File: src/rtl/idct8_recon_pkg.sv
// Shared widths, saturation limits and FSM state type for the 8-point IDCT
// reconstruction engine.
package idct_pkg;
    localparam int COEF_IN_W = 19;
    localparam int ROM_W     = 16;
    localparam int OUT_W     = 8;
    localparam int ACC_W     = 38;
    localparam int PROD_W    = COEF_IN_W + ROM_W;

    localparam int SAT_MAX = (1 << (OUT_W - 1)) - 1;
    localparam int SAT_MIN = -(1 << (OUT_W - 1));

    typedef enum logic [1:0] {
        IDLE,
        MAC,
        OUT
    } state_t;
endpackage

File: src/rtl/idct8_recon_if.sv
// Coefficient-block input and sample-stream output handshakes of idct8_recon.
interface idct8_recon_if;
    import idct_pkg::*;

    logic signed [COEF_IN_W-1:0] coef0, coef1, coef2, coef3;
    logic signed [COEF_IN_W-1:0] coef4, coef5, coef6, coef7;
    logic                        in_valid;
    logic                        in_ready;
    logic signed [OUT_W-1:0]     out_data;
    logic [2:0]                  out_idx;
    logic                        out_last;
    logic                        out_valid;
    logic                        out_ready;

    modport master (
        output coef0, coef1, coef2, coef3, coef4, coef5, coef6, coef7,
        output in_valid, out_ready,
        input  in_ready, out_data, out_idx, out_last, out_valid
    );

    modport slave (
        input  coef0, coef1, coef2, coef3, coef4, coef5, coef6, coef7,
        input  in_valid, out_ready,
        output in_ready, out_data, out_idx, out_last, out_valid
    );
endinterface

File: src/rtl/idct8_recon_coef_rom.sv
// Combinational 64-entry Q1.14 cosine ROM, address {n,k}:
// C[n][k] = round(16384 * s_k * cos((2n+1)k*pi/16)).
module idct_coef_rom
    import idct_pkg::*;
(
    input  logic [5:0]              addr,
    output logic signed [ROM_W-1:0] data
);
    logic [2:0]              n;
    logic [2:0]              k;
    logic [6:0]              phase;
    logic [5:0]              m;
    logic [3:0]              idx;
    logic                    neg;
    logic signed [ROM_W-1:0] mag;

    always_comb begin
        n     = addr[5:3];
        k     = addr[2:0];
        phase = {3'b000, n, 1'b1} * {4'b0000, k};
        // m is the angle in units of pi/16 modulo 2*pi; fold it onto the first quadrant
        m     = {1'b0, phase[4:0]};
        idx   = '0;
        neg   = 1'b0;
        if (m <= 6'd8) begin
            idx = m[3:0];
        end else if (m <= 6'd16) begin
            idx = 4'(6'd16 - m);
            neg = 1'b1;
        end else if (m <= 6'd24) begin
            idx = 4'(m - 6'd16);
            neg = 1'b1;
        end else begin
            idx = 4'(6'd32 - m);
        end

        case (idx)
            4'd0:    mag = 16'sd8192;
            4'd1:    mag = 16'sd8035;
            4'd2:    mag = 16'sd7568;
            4'd3:    mag = 16'sd6811;
            4'd4:    mag = 16'sd5793;
            4'd5:    mag = 16'sd4551;
            4'd6:    mag = 16'sd3135;
            4'd7:    mag = 16'sd1598;
            default: mag = 16'sd0;
        endcase

        if (k == 3'd0) begin
            data = 16'sd5793;
        end else begin
            data = neg ? -mag : mag;
        end
    end
endmodule

File: src/rtl/idct8_recon.sv
// 8-point IDCT reconstruction: latches one coefficient block, rebuilds each
// sample with a serial MAC over the cosine ROM, and streams samples out.
module idct8_recon
    import idct_pkg::*;
#(
    parameter int SHIFT = 14
) (
    input logic          clk,
    input logic          rst_n,
    input logic          en,
    idct8_recon_if.slave bus
);
    localparam logic signed [ACC_W-1:0] SAT_HI = ACC_W'(SAT_MAX);
    localparam logic signed [ACC_W-1:0] SAT_LO = ACC_W'(SAT_MIN);

    state_t                      state;
    logic [2:0]                  n;
    logic [2:0]                  k;
    logic signed [ACC_W-1:0]     acc;
    logic signed [ACC_W-1:0]     acc_next;
    logic signed [PROD_W-1:0]    prod;
    logic signed [ROM_W-1:0]     rom_data;
    logic signed [COEF_IN_W-1:0] blk [8];
    logic signed [OUT_W-1:0]     out_data;
    logic [2:0]                  out_idx;
    logic                        out_last;
    logic                        out_valid;
    logic                        accept;

    function automatic logic signed [ACC_W-1:0] round_shift(input logic signed [ACC_W-1:0] v);
        logic signed [ACC_W-1:0] half;
        half = '0;
        half[SHIFT-1] = 1'b1;
        return (v + half) >>> SHIFT;
    endfunction

    function automatic logic signed [OUT_W-1:0] saturate(input logic signed [ACC_W-1:0] v);
        if (v > SAT_HI) begin
            return OUT_W'(SAT_MAX);
        end else if (v < SAT_LO) begin
            return OUT_W'(SAT_MIN);
        end else begin
            return OUT_W'(v);
        end
    endfunction

    idct_coef_rom u_rom (
        .addr ({n, k}),
        .data (rom_data)
    );

    assign prod     = rom_data * blk[k];
    assign acc_next = acc + ACC_W'(prod);
    assign accept   = rst_n && en && (state == IDLE) && bus.in_valid;

    // Block register only loads in IDLE, so mid-block in_valid cannot disturb it
    always_ff @(posedge clk) begin
        if (accept) begin
            blk[0] <= bus.coef0;
            blk[1] <= bus.coef1;
            blk[2] <= bus.coef2;
            blk[3] <= bus.coef3;
            blk[4] <= bus.coef4;
            blk[5] <= bus.coef5;
            blk[6] <= bus.coef6;
            blk[7] <= bus.coef7;
        end
    end

    always_ff @(posedge clk) begin
        if (!rst_n) begin
            state     <= IDLE;
            n         <= '0;
            k         <= '0;
            acc       <= '0;
            out_valid <= 1'b0;
            out_data  <= '0;
            out_idx   <= '0;
            out_last  <= 1'b0;
        end else if (en) begin
            case (state)
                IDLE: begin
                    if (bus.in_valid) begin
                        n     <= '0;
                        k     <= '0;
                        acc   <= '0;
                        state <= MAC;
                    end
                end
                MAC: begin
                    acc <= acc_next;
                    k   <= k + 3'd1;
                    if (k == 3'd7) begin
                        out_data  <= saturate(round_shift(acc_next));
                        out_idx   <= n;
                        out_last  <= (n == 3'd7);
                        out_valid <= 1'b1;
                        state     <= OUT;
                    end
                end
                OUT: begin
                    if (bus.out_ready) begin
                        out_valid <= 1'b0;
                        if (n == 3'd7) begin
                            state <= IDLE;
                        end else begin
                            n     <= n + 3'd1;
                            k     <= '0;
                            acc   <= '0;
                            state <= MAC;
                        end
                    end
                end
                default: state <= IDLE;
            endcase
        end
    end

    assign bus.in_ready  = (state == IDLE);
    assign bus.out_data  = out_data;
    assign bus.out_idx   = out_idx;
    assign bus.out_last  = out_last;
    assign bus.out_valid = out_valid;
endmodule

File: src/flat_wrapper.sv
// flat-port wrapper written by rule: the top's interface ports become plain ports
module idct8_recon_flat import idct_pkg::*;
#(
    parameter int SHIFT = 14
)
  (clk, rst_n, en, bus_coef0, bus_coef1, bus_coef2, bus_coef3, bus_coef4, bus_coef5, bus_coef6, bus_coef7, bus_in_valid, bus_out_ready, bus_in_ready, bus_out_data, bus_out_idx, bus_out_last, bus_out_valid);
  idct8_recon_if bus_i ();
  input logic clk;
  input logic rst_n;
  input logic en;
  input wire logic [$bits(bus_i.coef0)-1:0] bus_coef0;
  input wire logic [$bits(bus_i.coef1)-1:0] bus_coef1;
  input wire logic [$bits(bus_i.coef2)-1:0] bus_coef2;
  input wire logic [$bits(bus_i.coef3)-1:0] bus_coef3;
  input wire logic [$bits(bus_i.coef4)-1:0] bus_coef4;
  input wire logic [$bits(bus_i.coef5)-1:0] bus_coef5;
  input wire logic [$bits(bus_i.coef6)-1:0] bus_coef6;
  input wire logic [$bits(bus_i.coef7)-1:0] bus_coef7;
  input wire logic [$bits(bus_i.in_valid)-1:0] bus_in_valid;
  input wire logic [$bits(bus_i.out_ready)-1:0] bus_out_ready;
  output wire logic [$bits(bus_i.in_ready)-1:0] bus_in_ready;
  output wire logic [$bits(bus_i.out_data)-1:0] bus_out_data;
  output wire logic [$bits(bus_i.out_idx)-1:0] bus_out_idx;
  output wire logic [$bits(bus_i.out_last)-1:0] bus_out_last;
  output wire logic [$bits(bus_i.out_valid)-1:0] bus_out_valid;
  assign bus_i.coef0 = bus_coef0;
  assign bus_i.coef1 = bus_coef1;
  assign bus_i.coef2 = bus_coef2;
  assign bus_i.coef3 = bus_coef3;
  assign bus_i.coef4 = bus_coef4;
  assign bus_i.coef5 = bus_coef5;
  assign bus_i.coef6 = bus_coef6;
  assign bus_i.coef7 = bus_coef7;
  assign bus_i.in_valid = bus_in_valid;
  assign bus_i.out_ready = bus_out_ready;
  assign bus_in_ready = bus_i.in_ready;
  assign bus_out_data = bus_i.out_data;
  assign bus_out_idx = bus_i.out_idx;
  assign bus_out_last = bus_i.out_last;
  assign bus_out_valid = bus_i.out_valid;
  idct8_recon #(.SHIFT(SHIFT)) u_core (.clk(clk), .rst_n(rst_n), .en(en), .bus(bus_i));
endmodule
File: config.mk
export PLATFORM = sky130hd
export DESIGN_NAME = idct8_recon_flat
export DESIGN_NICKNAME = d
export VERILOG_FILES = /design/src/rtl/idct8_recon_pkg.sv /design/src/rtl/idct8_recon_if.sv /design/src/rtl/idct8_recon_coef_rom.sv /design/src/rtl/idct8_recon.sv /design/src/flat_wrapper.sv
export SDC_FILE = /design/constraint.sdc
export NUM_CORES = 1
export LEC_CHECK = 0
export CORE_ASPECT_RATIO = 2
export CORE_MARGIN = 2
export CORE_UTILIZATION = 47
export CTS_CLUSTER_SIZE = 14
export DETAILED_ROUTE_END_ITERATION = 8
export PLACE_DENSITY = 0.63
export RECOVER_POWER = 50
export SETUP_SLACK_MARGIN = 0.2
export SYNTH_ARGS = -nofsm -noshare
export SYNTH_HDL_FRONTEND = slang
export SYNTH_SLANG_ARGS = --single-unit
File: constraint.sdc
create_clock -name clk -period 13.55 [get_ports clk]
set_input_delay 2.71 -clock clk [delete_from_list [all_inputs] [get_ports clk]]
set_output_delay 2.71 -clock clk [all_outputs]
set_load 0.01 [all_outputs]
==> results.json <==
{
  "synthTopCellsByArea": "fa_1 31%, edfxtp_1 20%, ha_1 6.8%",
  "critPathKind": "register to register",
  "dieWidth_um": 160,
  "grt_pass1_wl_mm": 105,
  "cp-start-kind": "register",
  "rows": 114,
  "cts.clk_slew.worst_paths_ns": 0.07,
  "timing.rr.end": "u_core.bus.out_data[0]$_SDFFE_PN0P_",
  "synth_largest_area_cell": "fa_1",
  "cts_tree": "done",
  "first_global_vias": 19147,
  "reg2reg_depth": 42,
  "syn_avg_cell_area_um2": 10.4,
  "cp_slowest_cell": "fa_1",
  "port_buffers": 170,
  "hold_end": "u_core.bus.out_idx[0]$_SDFFE_PN0P_",
  "period_share": 0.935,
  "clkLatencyLatePin_ns": 0.56,
  "vias": 16971,
  "fmaxAchievable_mhz": 78.9,
  "overflow": 0,
  "violations": "max-capacitance violations, max-slew violations",
  "drv_slew": 123,
  "worst_path_largest_cell_delay_ns": 0.75,
  "yosysWarningCount": 0,
  "postRouteAntennaNets": 0,
  "fp.dieH_um": 316,
  "dp_hpwl_mm": 56.3,
  "grt_start_max_net_pins": 93,
  "holdPathStages": 2,
  "setup_violations": 0,
  "area_growth_pct": 14.2,
  "pin_count": 171,
  "clock-sinks": 214,
  "rrSetupSlack_ns": 0.88,
  "rsz0062_at_grt": "false",
  "start_util": 0.476,
  "core_area_um2": 48200,
  "synth_top_area_share": 0.313,
  "crit_path_frequent_cell": "fa_1",
  "end_kind": "register",
  "crit_start": "u_core.k[2]$_SDFFE_PN0P_",
  "worstPathMaxFanout": 12,
  "via_per_inst": 5.63,
  "critical_path_required_ns": 14.04,
  "hold_violations": 0,
  "setup_tns_ns": 0,
  "dieArea_um2": 50700,
  "crit_family": "adder cells",
  "routed_wirelength_mm": 68.6,
  "netlist-cell-type-count": 90,
  "drt_iter0_drc": 817,
  "cp.buffers_inverters": 4,
  "cts_buffers": 22,
  "ys_seq_area_frac": 0.253,
  "antenna_found_initial": 2,
  "clock_path_buffers": 3,
  "slew_headroom": -1.87,
  "skew_ns": 0.0429,
  "ys.flop_type": "edfxtp_1",
  "gp_congestion": 0.941,
  "synth-edff-count": 152,
  "r2r-start": "u_core.k[2]$_SDFFE_PN0P_",
  "cts_hold_buf": 0,
  "grt_usage": 0.278,
  "hold_path.class": "register to register",
  "fin_nets": 2999,
  "finalCriticalPeriod_ns": 12.67,
  "cts_root_buffer": "clkbuf_16",
  "arrival_ns": 13.17,
  "synth_nets": 2852,
  "maxCapViolCount": 3,
  "drt-pass1-iter-count": 7,
  "ys_ff_latch": 214,
  "status": "finished with violations",
  "synthCells": 2213,
  "hold_path.startpoint": "u_core.bus.out_idx[0]$_SDFFE_PN0P_",
  "synth_area_um2": 22900,
  "synthArstFlopShare": 0,
  "drive_above_1_share": 0.0767,
  "drc": 0,
  "wl_per_cell_um": 22.8,
  "worst_slew_pin_slew_ns": 4.26,
  "cts_max_level": 1
}
[worst register-to-register path: cells and delay by family (launching register included)]
kind	cells	cell delay, ns
adder cells (fa/ha/maj)	12	5.20
flip-flops	1	0.42
AND/OR/NAND/NOR	9	1.93
buffers and inverters	4	0.43
multiplexers	1	0.36
AO/OA/AOI/OAI	13	3.27
XOR/XNOR	3	1.02
[layer usage]
metal | wire length (um) | GRT usage | vias to the layer above
met5 | 0 | 0 | -
met4 | 6120 | 0.212 | 0
met3 | 3160 | 0.0340 | 273
met2 | 38400 | 0.540 | 663
met1 | 20900 | 0.261 | 8511
li1 | - | - | 7524
[worst max path at each step]
stage	slack (ns)	to	cells past startpoint
2_1_floorplan	1.64	u_core.bus.out_data[0]$_SDFFE_PN0P_	48
3_3_place_gp	0.79	u_core.bus.out_data[0]$_SDFFE_PN0P_	45
3_5_place_dp	0.57	u_core.bus.out_data[0]$_SDFFE_PN0P_	45
4_1_cts	0.53	u_core.bus.out_data[0]$_SDFFE_PN0P_	45
5_1_grt	0.22	u_core.bus.out_data[2]$_SDFFE_PN0P_	44
6_report	0.88	u_core.bus.out_data[0]$_SDFFE_PN0P_	42
[cells by family (layout without fill, tap and decap cells)]
logic type / count (synthesis) / after routing / share of synthesized area
AOI/OAI and AO/OA: 268 / 268 / 0.0805
DFF: 214 / 214 / 0.253
and+or+nand+nor: 659 / 659 / 0.133
muxes: 74 / 74 / 0.0541
adders and majority gates: 482 / 482 / 0.380
other: 0 / 3 / 0
buffers and inverters: 460 / 620 / 0.0764
xor gates and xnor gates: 56 / 56 / 0.0226
[flip-flops by register name (all words and copies together), names as in the netlist, named ones only]
register / cells
u_core.bus.out_last: 1
u_core.acc: 38
u_core.blk: 152
u_core.n: 3
u_core.state: 2
u_core.bus.out_valid: 1
u_core.bus.out_data: 8
u_core.k: 3
u_core.bus.out_idx: 3
[through the flow]
step	std cells	instance area (um^2)	util	hold slack, ns	setup slack [ns]
detailed placement	2972	25400	0.527	0.461	0.570
finish	3014	26200	0.543	0.468	0.877
global route	3013	26200	0.543	0.513	0.219
global placement	2972	25400	0.527	0.456	0.790
CTS	3009	26100	0.542	0.471	0.534
floorplan	2213	22900	-	0.445	1.64
[cells in the mapped netlist, types with 5 or more instances]
cell / number
inv_1: 368
fa_1: 358
nand2_1: 255
nor2_1: 175
edfxtp_1: 152
ha_1: 124
clkbuf_1: 72
dfxtp_1: 62
a21oi_1: 58
nand3_1: 53
o21ai_0: 50
mux4_2: 38
xnor2_1: 33
and2_1: 32
nor3_1: 26
a21boi_0: 25
nor2b_1: 24
xor2_1: 20
a21o_1: 19
mux2i_1: 17
nand2b_1: 17
a22oi_1: 15
and3_1: 15
mux2_2: 15
nand4_1: 13
a211oi_1: 12
o211ai_1: 12
buf_1: 8
buf_2: 8
or2_2: 8
o21a_1: 7
a31oi_1: 6
nor3b_1: 6
or3_1: 6
nor4_1: 5
o221a_1: 5
[layout make-up]
| class | instances | area, um^2 |
|---|---|---|
| fill | 4405 | 22000 |
| sequential | 214 | 5810 |
| antenna | 3 | 7.51 |
| tap | 638 | 798 |
| timing repair buffer | 215 | 2030 |
| clock buffer | 27 | 591 |
| multi-input combinational | 1539 | 15400 |
| inverter | 368 | 1380 |
| clock inverter | 10 | 119 |
[timing repair]
action / in CTS / in global routing
gates resized for setup: 0 / 16
buffers inserted: 0 / 2
setup endpoints to repair: 0 / 8
[cell usage in the layout, fill, tap and decap left out, types with 6 or more instances in the layout]
master / count
o211ai_1: 12
buf_4: 44
o21ai_0: 50
nand2_1: 252
mux2i_1: 16
nor3_1: 25
xnor2_1: 33
a21boi_0: 25
mux2_2: 15
xor2_1: 20
o21a_1: 7
nor2_1: 174
nand2b_1: 17
dlygate4sd3_1: 168
edfxtp_1: 152
a31oi_1: 6
dfxtp_1: 59
nor3b_1: 6
fa_1: 358
nand3_1: 52
nor2b_1: 24
and2_1: 32
a211oi_1: 11
inv_1: 368
mux4_2: 38
ha_1: 122
a21oi_1: 55
a22oi_1: 15
a21o_1: 19
nand4_1: 13
or2_2: 8
and3_1: 14
or3_1: 6
clkbuf_16: 23
Power is left out: the tool's default activity adds up to more than one toggle a clock period on the data nets, which glitch-free logic cannot reach.
